==> config.mk <==
export PLATFORM = sky130hd
export DESIGN_NAME = program_counter
export DESIGN_NICKNAME = d
export VERILOG_FILES = /design/src/rtl/program_counter.sv
export SDC_FILE = /design/constraint.sdc
export NUM_CORES = 1
export LEC_CHECK = 0
export ABC_AREA = 1
export ABC_CLOCK_PERIOD_IN_PS = 1700
export CAP_MARGIN = 30
export CORE_AREA = 2 2 148 150
export CTS_CLUSTER_SIZE = 25
export DETAILED_ROUTE_END_ITERATION = 6
export DIE_AREA = 0 0 150 152
export SLEW_MARGIN = 30
export SYNTH_ARGS = -nofsm -noshare
export SYNTH_HDL_FRONTEND = slang
export SYNTH_SLANG_ARGS = --single-unit
==> constraint.sdc <==
create_clock -name clk -period 1.7 [get_ports clk]
set_input_delay 0.17 -clock clk [delete_from_list [all_inputs] [get_ports clk]]
set_output_delay 0.17 -clock clk [all_outputs]
set_load 0.01 [all_outputs]
==> src/rtl/program_counter.sv <==
// Fetch-stage next-PC selection and PC register for the RV32I core.
// Optional feature macro: PC_MISALIGN_CHECK_EN adds the misaligned output and blocks misaligned loads.
module program_counter #(
    parameter int unsigned     XLEN         = 32,
    parameter logic [XLEN-1:0] RESET_VECTOR = '0
) (
    input  logic            clk,
    input  logic            rst_n,
    input  logic            pc_en,
    input  logic [1:0]      pc_source,
    input  logic [XLEN-1:0] rs1_data,
    input  logic [XLEN-1:0] immediate,
    input  logic [XLEN-1:0] alu_result,
    input  logic [XLEN-1:0] pc_in,
    output logic [XLEN-1:0] pc_next,
    output logic [XLEN-1:0] pc_out
`ifdef PC_MISALIGN_CHECK_EN
    ,
    output logic            misaligned
`endif
);

    localparam logic [XLEN-1:0] ONE       = {{(XLEN-1){1'b0}}, 1'b1};
    localparam logic [XLEN-1:0] FOUR      = {{(XLEN-3){1'b0}}, 3'b100};
    localparam logic [XLEN-1:0] LSB_CLEAR = {{(XLEN-1){1'b1}}, 1'b0};

    logic [XLEN-1:0] pc_rs1;
    logic [XLEN-1:0] pc_immed;
    logic [XLEN-1:0] pc_plus4;
    logic            branch_taken;
    logic            load;

    assign pc_rs1       = rs1_data + immediate;
    assign pc_immed     = pc_in + immediate;
    assign pc_plus4     = pc_in + FOUR;
    assign branch_taken = (alu_result == ONE);

    always_comb begin
        pc_next = pc_plus4;
        unique case (pc_source)
            2'b00: pc_next = pc_rs1 & LSB_CLEAR;
            2'b01: pc_next = pc_immed;
            2'b10: pc_next = branch_taken ? pc_immed : pc_plus4;
            2'b11: pc_next = pc_plus4;
        endcase
    end

`ifdef PC_MISALIGN_CHECK_EN
    // Misaligned targets are left for the trap handler to redirect; the PC keeps its value.
    assign misaligned = (pc_next[1:0] != 2'b00);
    assign load       = pc_en && !misaligned;
`else
    assign load       = pc_en;
`endif

    always_ff @(posedge clk) begin
        if (!rst_n) begin
            pc_out <= RESET_VECTOR;
        end else if (load) begin
            pc_out <= pc_next;
        end
    end

endmodule

==> metrics.cfg, run 1 <==
[cts]
root_buffer=clkbuf_16
cts_buffers=5
clk_latency_ps=270
ctsHtreeMaxLevel=2
cts.clk_slew.worst_paths_ps=50
clock_sink_count=32
cts_max_path_buffers=2
cts_tree=built

[sta]
fmax_ghz=0.3920
slew_viol_final=0
max_slew_margin_pct=64.25
rsz0062_at_grt=yes
tns_ps=-26340
setup_viol=61
tightest_slew_ps=535.7
postLayoutSetupSlackWorst_ps=-851.1
hold-worst-slack_ps=323.4
period_needed_ps=2551
finalClockSkew_ps=0
hold_violations=0
timing.final.crit_share_pct=150.1

[outcome]
status=finished, violations left
violations=negative setup slack

[drt]
drt_wl_total_um=49090
drt_iter0_drc=1245
viasPerCell=5.592
drtAntennaViolNets=0
avgRoutedWirePerCell_um=21.29
drc_errors=0
first_pass_iters=6
vias=12890

[synth]
syn-mean-instance-area_um2=5.224
synth_edf_count=0
synth_fp_nets=1603
yosysWarnings=0
synth-seq-area-share_pct=8.722
synthCells=1406
synth_top_area_cell=nand2_1
yosys_most_used_dff=dfxtp_1
synthArstFlopShare_pct=0
ys_seq_elements=32
synth_top_area_share_pct=22.69
netlist_area_um2=7345
synth.distinct_cells=46
synth_top_cells_by_area=nand2_1 (23%), inv_1 (11%), ha_1 (11%)

[worst_setup_path]
worstPathRequired_ps=1530
arrival_ps=2380
crit_path_start_kind=primary input
crit_path_start=immediate[6]
r2r_cells=2
reg2reg_to=pc_out[30]
reg2reg_slack_ps=940
path_max_fanout=5
end_kind=output port
critPathKind=in -> out
timing.rr.start=pc_out[30]

[worst_hold_path]
hold_path.class=in -> reg
hold_depth=6
hold_path_end=pc_out[0]
hold_start=pc_in[0]

[power_and_ir_drop]
power_density_nw_per_um2=474.9
p_leak_nw=8.244
switching_share_pct=44.92
p_int_mw=4.407
peakVddDrop_mv=0.4504
clock_power_share_pct=12.5
combPwrFrac_pct=76.9
seqPwrFrac_pct=10.6
p_switching_mw=3.594

[placed_design]
numPortBuffers=196
routabilityCongestion=1.031
postPlaceCellArea_um2=11980
dp_hpwl_um=30250

[run]
maxCapViolations=0

[grt]
grt_pass1_vias=11900
grt_max_degree=26
grt_antenna_before_repair=2
grt_first_pass_wirelength_um=62970
grt_util_all_layers_pct=35.03
overflow=0

[floorplanning]
die_w_um=150
io_pins=197
die_h_um=152
placeableCoreArea_um2=21350
dieArea_um2=22800
core.rowCount=54
initial_core_util_pct=34.40

[layout]
drive_gt1_share_pct=59.46
largest_reg_flops=32
area_growth_syn_to_layout_pct=129.4
final_nets=2221
mostFrequentLayoutCell=buf_4
fin_util_pct=78.91
mostFrequentLayoutCells=buf_4 (320), nand2_1 (257), inv_1 (169), buf_6 (150)
reg_top3=pc_out (32)
regMostFlops=pc_out
fin_area_um2=16850

[logic make-up after synthesis]
family	count (synthesis)	synth area share, %
simple gates	902	53.49
compound gates	150	11.64
fa+ha+maj	64	11.11
flops	32	8.722
xor+xnor	19	2.266
buf+inv	239	12.78
[critical path, cell delays in order]
cell     delay [ps]
buf_8           110
buf_12          110
ha_4            300
nand2_2         220
nor2_2          490
nor2_2          120
nand2_2         150
nand2_1          70
nand2_1          70
xor2_1          180
nand2_1         130
nand3_2         130
buf_6           110
[power groups by stage]
| stage | sequential, mW | clock, mW | combinational, mW |
|---|---|---|---|
| 2_1_floorplan | 0.890 | 0 | 1.67 |
| 4_1_cts | 0.847 | 1.02 | 5.08 |
| 3_5_place_dp | 0.862 | 0 | 3.75 |
| 6_report | 0.848 | 1.00 | 6.15 |
| 3_3_place_gp | 0.860 | 0 | 3.73 |
| 5_1_grt | 0.854 | 1.07 | 6.42 |
[routing by layer]
layer  up-vias  share of wire, %  global-route usage (%)
met1      5965                37                   44.08
met5         -             0.026                       0
met2       876                45                   59.93
met4         2               8.7                   15.86
met3       301                10                   3.423
li1       5750                 -                       -
[area by class of cell]
| type | count | area (um2) |
|---|---|---|
| sequential | 32 | 640.6 |
| antenna | 1 | 2.502 |
| tap | 280 | 350.3 |
| fill | 1389 | 4503 |
| clock inverter | 2 | 35.03 |
| multi-input combinational | 1135 | 9216 |
| inverter | 223 | 870.8 |
| clock buffer | 6 | 128.9 |
| timing repair buffer | 626 | 5597 |
| timing repair inverter | 1 | 6.256 |
[how the worst max path moves through the flow]
| stage | endpoint | cells past startpoint |
|---|---|---|
| 2_1_floorplan | pc_out[16] | 14 |
| 3_3_place_gp | pc_next[28] | 14 |
| 3_5_place_dp | pc_next[26] | 15 |
| 4_1_cts | pc_next[28] | 17 |
| 5_1_grt | pc_next[13] | 15 |
| 6_report | pc_next[16] | 13 |
[stage by stage]
| step | power, mW | setup WS [ps] | std cells |
|---|---|---|---|
| after floorplan | 2.563 | -109.6 | 1406 |
| after global placement | 4.590 | -1424 | 2171 |
| after detailed placement | 4.617 | -1436 | 2171 |
| after CTS | 6.949 | -449.2 | 2268 |
| after global routing | 8.343 | -817.9 | 2305 |
| final | 8.001 | -851.1 | 2306 |
[Yosys cell counts (4+ instances only)]
master and number:
ha_1 62, and2_1 4, a21oi_2 4, nand3_2 9
nor3_1 32, nor2_1 200, dfxtp_1 32, o21ai_1 6
clkbuf_1 7, nor2_4 4, nand4_1 26, nand3_1 127
nor2_2 7, or2_2 12, o211ai_1 7, inv_1 220
o21ai_0 46, nand2_2 13, xnor2_1 5, xor2_1 14
o21bai_1 16, a21oi_1 64, nand3b_1 10, nand2_1 444
[what timing repair did]
item / 4_1_cts / 5_1_grt
hold buffers: 0 / 0
setup endpoints to repair: 64 / 63
setup buffers: 99 / 67
gates resized for setup: 1248 / 311
pin swaps: 314 / 229
endpoints found under the hold margin: 0 / 0
cloned: 1 / 0
No activity file was read; power rests on OpenSTA's default activity.
==> run 2, diff against run 1 <==
==> constraint.sdc (replaced) <==
create_clock -name clk -period 1.7 [get_ports clk]
set_input_delay 0.17 -clock clk [delete_from_list [all_inputs] [get_ports clk]]
set_output_delay 0.17 -clock clk [all_outputs]
set_load 0.1 [all_outputs]
==> metrics.cfg, run 2 (synthesis results as in run 1) <==
[sta]
setup_viol=54  ; was 61
postLayoutSetupSlackWorst_ps=-623.0  ; was -851.1 ps
hold-worst-slack_ps=320.8  ; was 323.4 ps
tns_ps=-17930  ; was -26340 ps
slew_viol_final=0  ; unchanged
rsz0062_at_grt=yes  ; unchanged
tightest_slew_ps=616.3  ; was 535.7 ps
finalClockSkew_ps=0  ; unchanged
period_needed_ps=2323  ; was 2551 ps
fmax_ghz=0.4305  ; was 0.3920 GHz
hold_violations=0  ; unchanged
max_slew_margin_pct=58.83  ; was 64.25%
timing.final.crit_share_pct=136.6  ; was 150.1%

[floorplanning]
core.rowCount=54  ; unchanged
initial_core_util_pct=34.40  ; unchanged
die_h_um=152  ; unchanged
io_pins=197  ; unchanged
die_w_um=150  ; unchanged
dieArea_um2=22800  ; unchanged
placeableCoreArea_um2=21350  ; unchanged

[power_and_ir_drop]
p_leak_nw=8.335  ; was 8.244 nW
power_density_nw_per_um2=538.5  ; was 474.9 nW/um2
finalPower_mw=9.277  ; was 8.001 mW
peakVddDrop_mv=0.3391  ; was 0.4504 mV

[cts]
root_buffer=clkbuf_16  ; unchanged
cts_tree=built  ; unchanged
clk_latency_ps=280  ; was 270 ps
cts_buffers=5  ; unchanged
cts.clk_slew.worst_paths_ps=50  ; about the same
clock_sink_count=32  ; unchanged
ctsHtreeMaxLevel=2  ; unchanged
cts_max_path_buffers=2  ; unchanged

[worst_setup_path]
cpMostUsedCell=nand2_4  ; was nand2_1
slowest_stage=fa_2  ; was nor2_2
arrival_ps=2150  ; was 2380 ps
cp_slowest_stage_delay_ps=380  ; was 490 ps
worstPathRequired_ps=1530  ; about the same
path_delay_family=simple AND/OR/NAND/NOR gates  ; unchanged
path_max_fanout=4  ; was 5
path_cells=buf_8 > buf_6 > nand2_4 > fa_2 > o21ai_4 > nand2_2 > nand2_4 > nand2_4 > nand2_4 > nand2_4 > nand4_1 > nand3_2 > nand2_4 > clkinvlp_4 > buf_12  ; was buf_8 > buf_12 > ha_4 > nand2_2 > nor2_2 > nor2_2 > nand2_2 > nand2_1 > nand2_1 > xor2_1 > nand2_1 > nand3_2 > buf_6
end_kind=output port  ; unchanged
cp_num_buf_inv=4  ; was 3
crit_path_start_kind=primary input  ; unchanged
critPathKind=in -> out  ; unchanged

[drt]
drt_iter0_drc=899  ; was 1245
avgRoutedWirePerCell_um=19.66  ; was 21.29 um
viasPerCell=5.386  ; was 5.592
drtAntennaViolNets=0  ; unchanged
first_pass_iters=5  ; was 6
vias=12240  ; was 12.89k
drc_errors=0  ; unchanged
drt_wl_total_um=44670  ; was 49090 um

[layout]
mostFrequentLayoutCell=buf_4  ; unchanged
fin_util_pct=80.70  ; was 78.91%
regMostFlops=pc_out  ; unchanged
reg_top3=pc_out (32)  ; unchanged
mostFrequentLayoutCells=buf_4 (338), nand2_1 (236), inv_1 (165), nand2_2 (131), buf_6 (117)  ; was buf_4 (320), nand2_1 (257), inv_1 (169), buf_6 (150)
drive_gt1_share_pct=63.20  ; was 59.46%
fin_area_um2=17230  ; was 16850 um2
area_growth_syn_to_layout_pct=134.6  ; was 129.4%
diodes=0  ; was 1
largest_reg_flops=32  ; unchanged
final_nets=2189  ; was 2221
fill_cells=1383  ; was 1389

[placed_design]
postPlaceCellArea_um2=13400  ; was 11980 um2
dp_hpwl_um=31300  ; was 30250 um
routabilityCongestion=0.9929  ; was 1.031
numPortBuffers=196  ; unchanged

[grt]
grt_util_all_layers_pct=34.10  ; was 35.03%
grt_max_degree=30  ; was 26
grt_first_pass_wirelength_um=60780  ; was 62970 um
overflow=0  ; unchanged
grt_antenna_before_repair=1  ; was 2
grt_pass1_vias=11510  ; was 11.90k

[outcome]
violations=negative setup slack  ; unchanged
status=finished, violations left  ; unchanged

[run]
maxCapViolations=0  ; unchanged

[worst_hold_path]
hold_path.class=in -> reg  ; unchanged

[run 2: cell types whose count changed in the layout (fill, tap and decap cells not counted), sizes merged]
cell / before / now
clkdlybuf4s15: 21 / 14
dlygate4sd2: 13 / 14
clkbuf: 13 / 27
clkdlybuf4s50: 37 / 5
bufinv: 1 / 0
diode: 1 / 0
clkinv: 2 / 0
inv: 222 / 217
buf: 548 / 541
clkinvlp: 1 / 7
[run 2: final timing paths]
path                 from     endpoint  slack, ps  depth (start not counted)
max          immediate[0]  pc_next[26]       -620                         15
max reg2reg    pc_out[10]   pc_out[10]        990                          4
min              pc_in[0]    pc_out[0]        320                          6
min reg2reg    pc_out[22]   pc_out[22]        510                          2
[run 2: where the power goes]
group | total [mW] | internal, mW | leakage [nW] | switching (mW)
Clock | 0.923 | 0.613 | 0.0760 | 0.310
Combinational | 7.51 | 3.14 | 7.99 | 4.37
Sequential | 0.849 | 0.816 | 0.266 | 0.0325
[run 2: metrics by stage]
stage	setup WS, ps	instances
final	-623.0	2272
after global routing	-655.3	2272
after CTS	-531.9	2249
after detailed placement	-1018	2164
after global placement	-996.4	2164
after floorplan	-1119	1406
[run 2: worst min-delay path, delay by kind of cell]
family / cells / cell delay, ps
AOI/OAI and AO/OA: 1 / 60
buffers and inverters: 3 / 230
and+or+nand+nor: 2 / 120
[run 2: final cells by class]
class / count / area, um2 / share of cell area [%]
multi-input cells: 1135 / 9608 / 55.77
repair buffers: 594 / 5543 / 32.17
inverters: 223 / 923.4 / 5.359
flip-flops and latches: 32 / 640.6 / 3.718
well taps: 280 / 350.3 / 2.033
clock buffers: 7 / 152.6 / 0.8860
repair inverters: 1 / 11.26 / 0.06536
[run 2: routing by layer]
| layer | global-route usage [%] | vias up | wire length [um] |
|---|---|---|---|
| met5 | 0 | - | 13 |
| met4 | 13.88 | 2 | 2564 |
| met3 | 2.432 | 199 | 3026 |
| met2 | 58.21 | 608 | 21680 |
| met1 | 44.18 | 5775 | 17390 |
| li1 | - | 5652 | - |
[run 2: repair_timing]
item / in CTS / in global routing
resized for setup: 885 / 424
pin swaps: 336 / 284
gates cloned: 3 / 0
setup buffers: 78 / 43
endpoints found under the setup margin: 64 / 61
hold buffers: 0 / 0
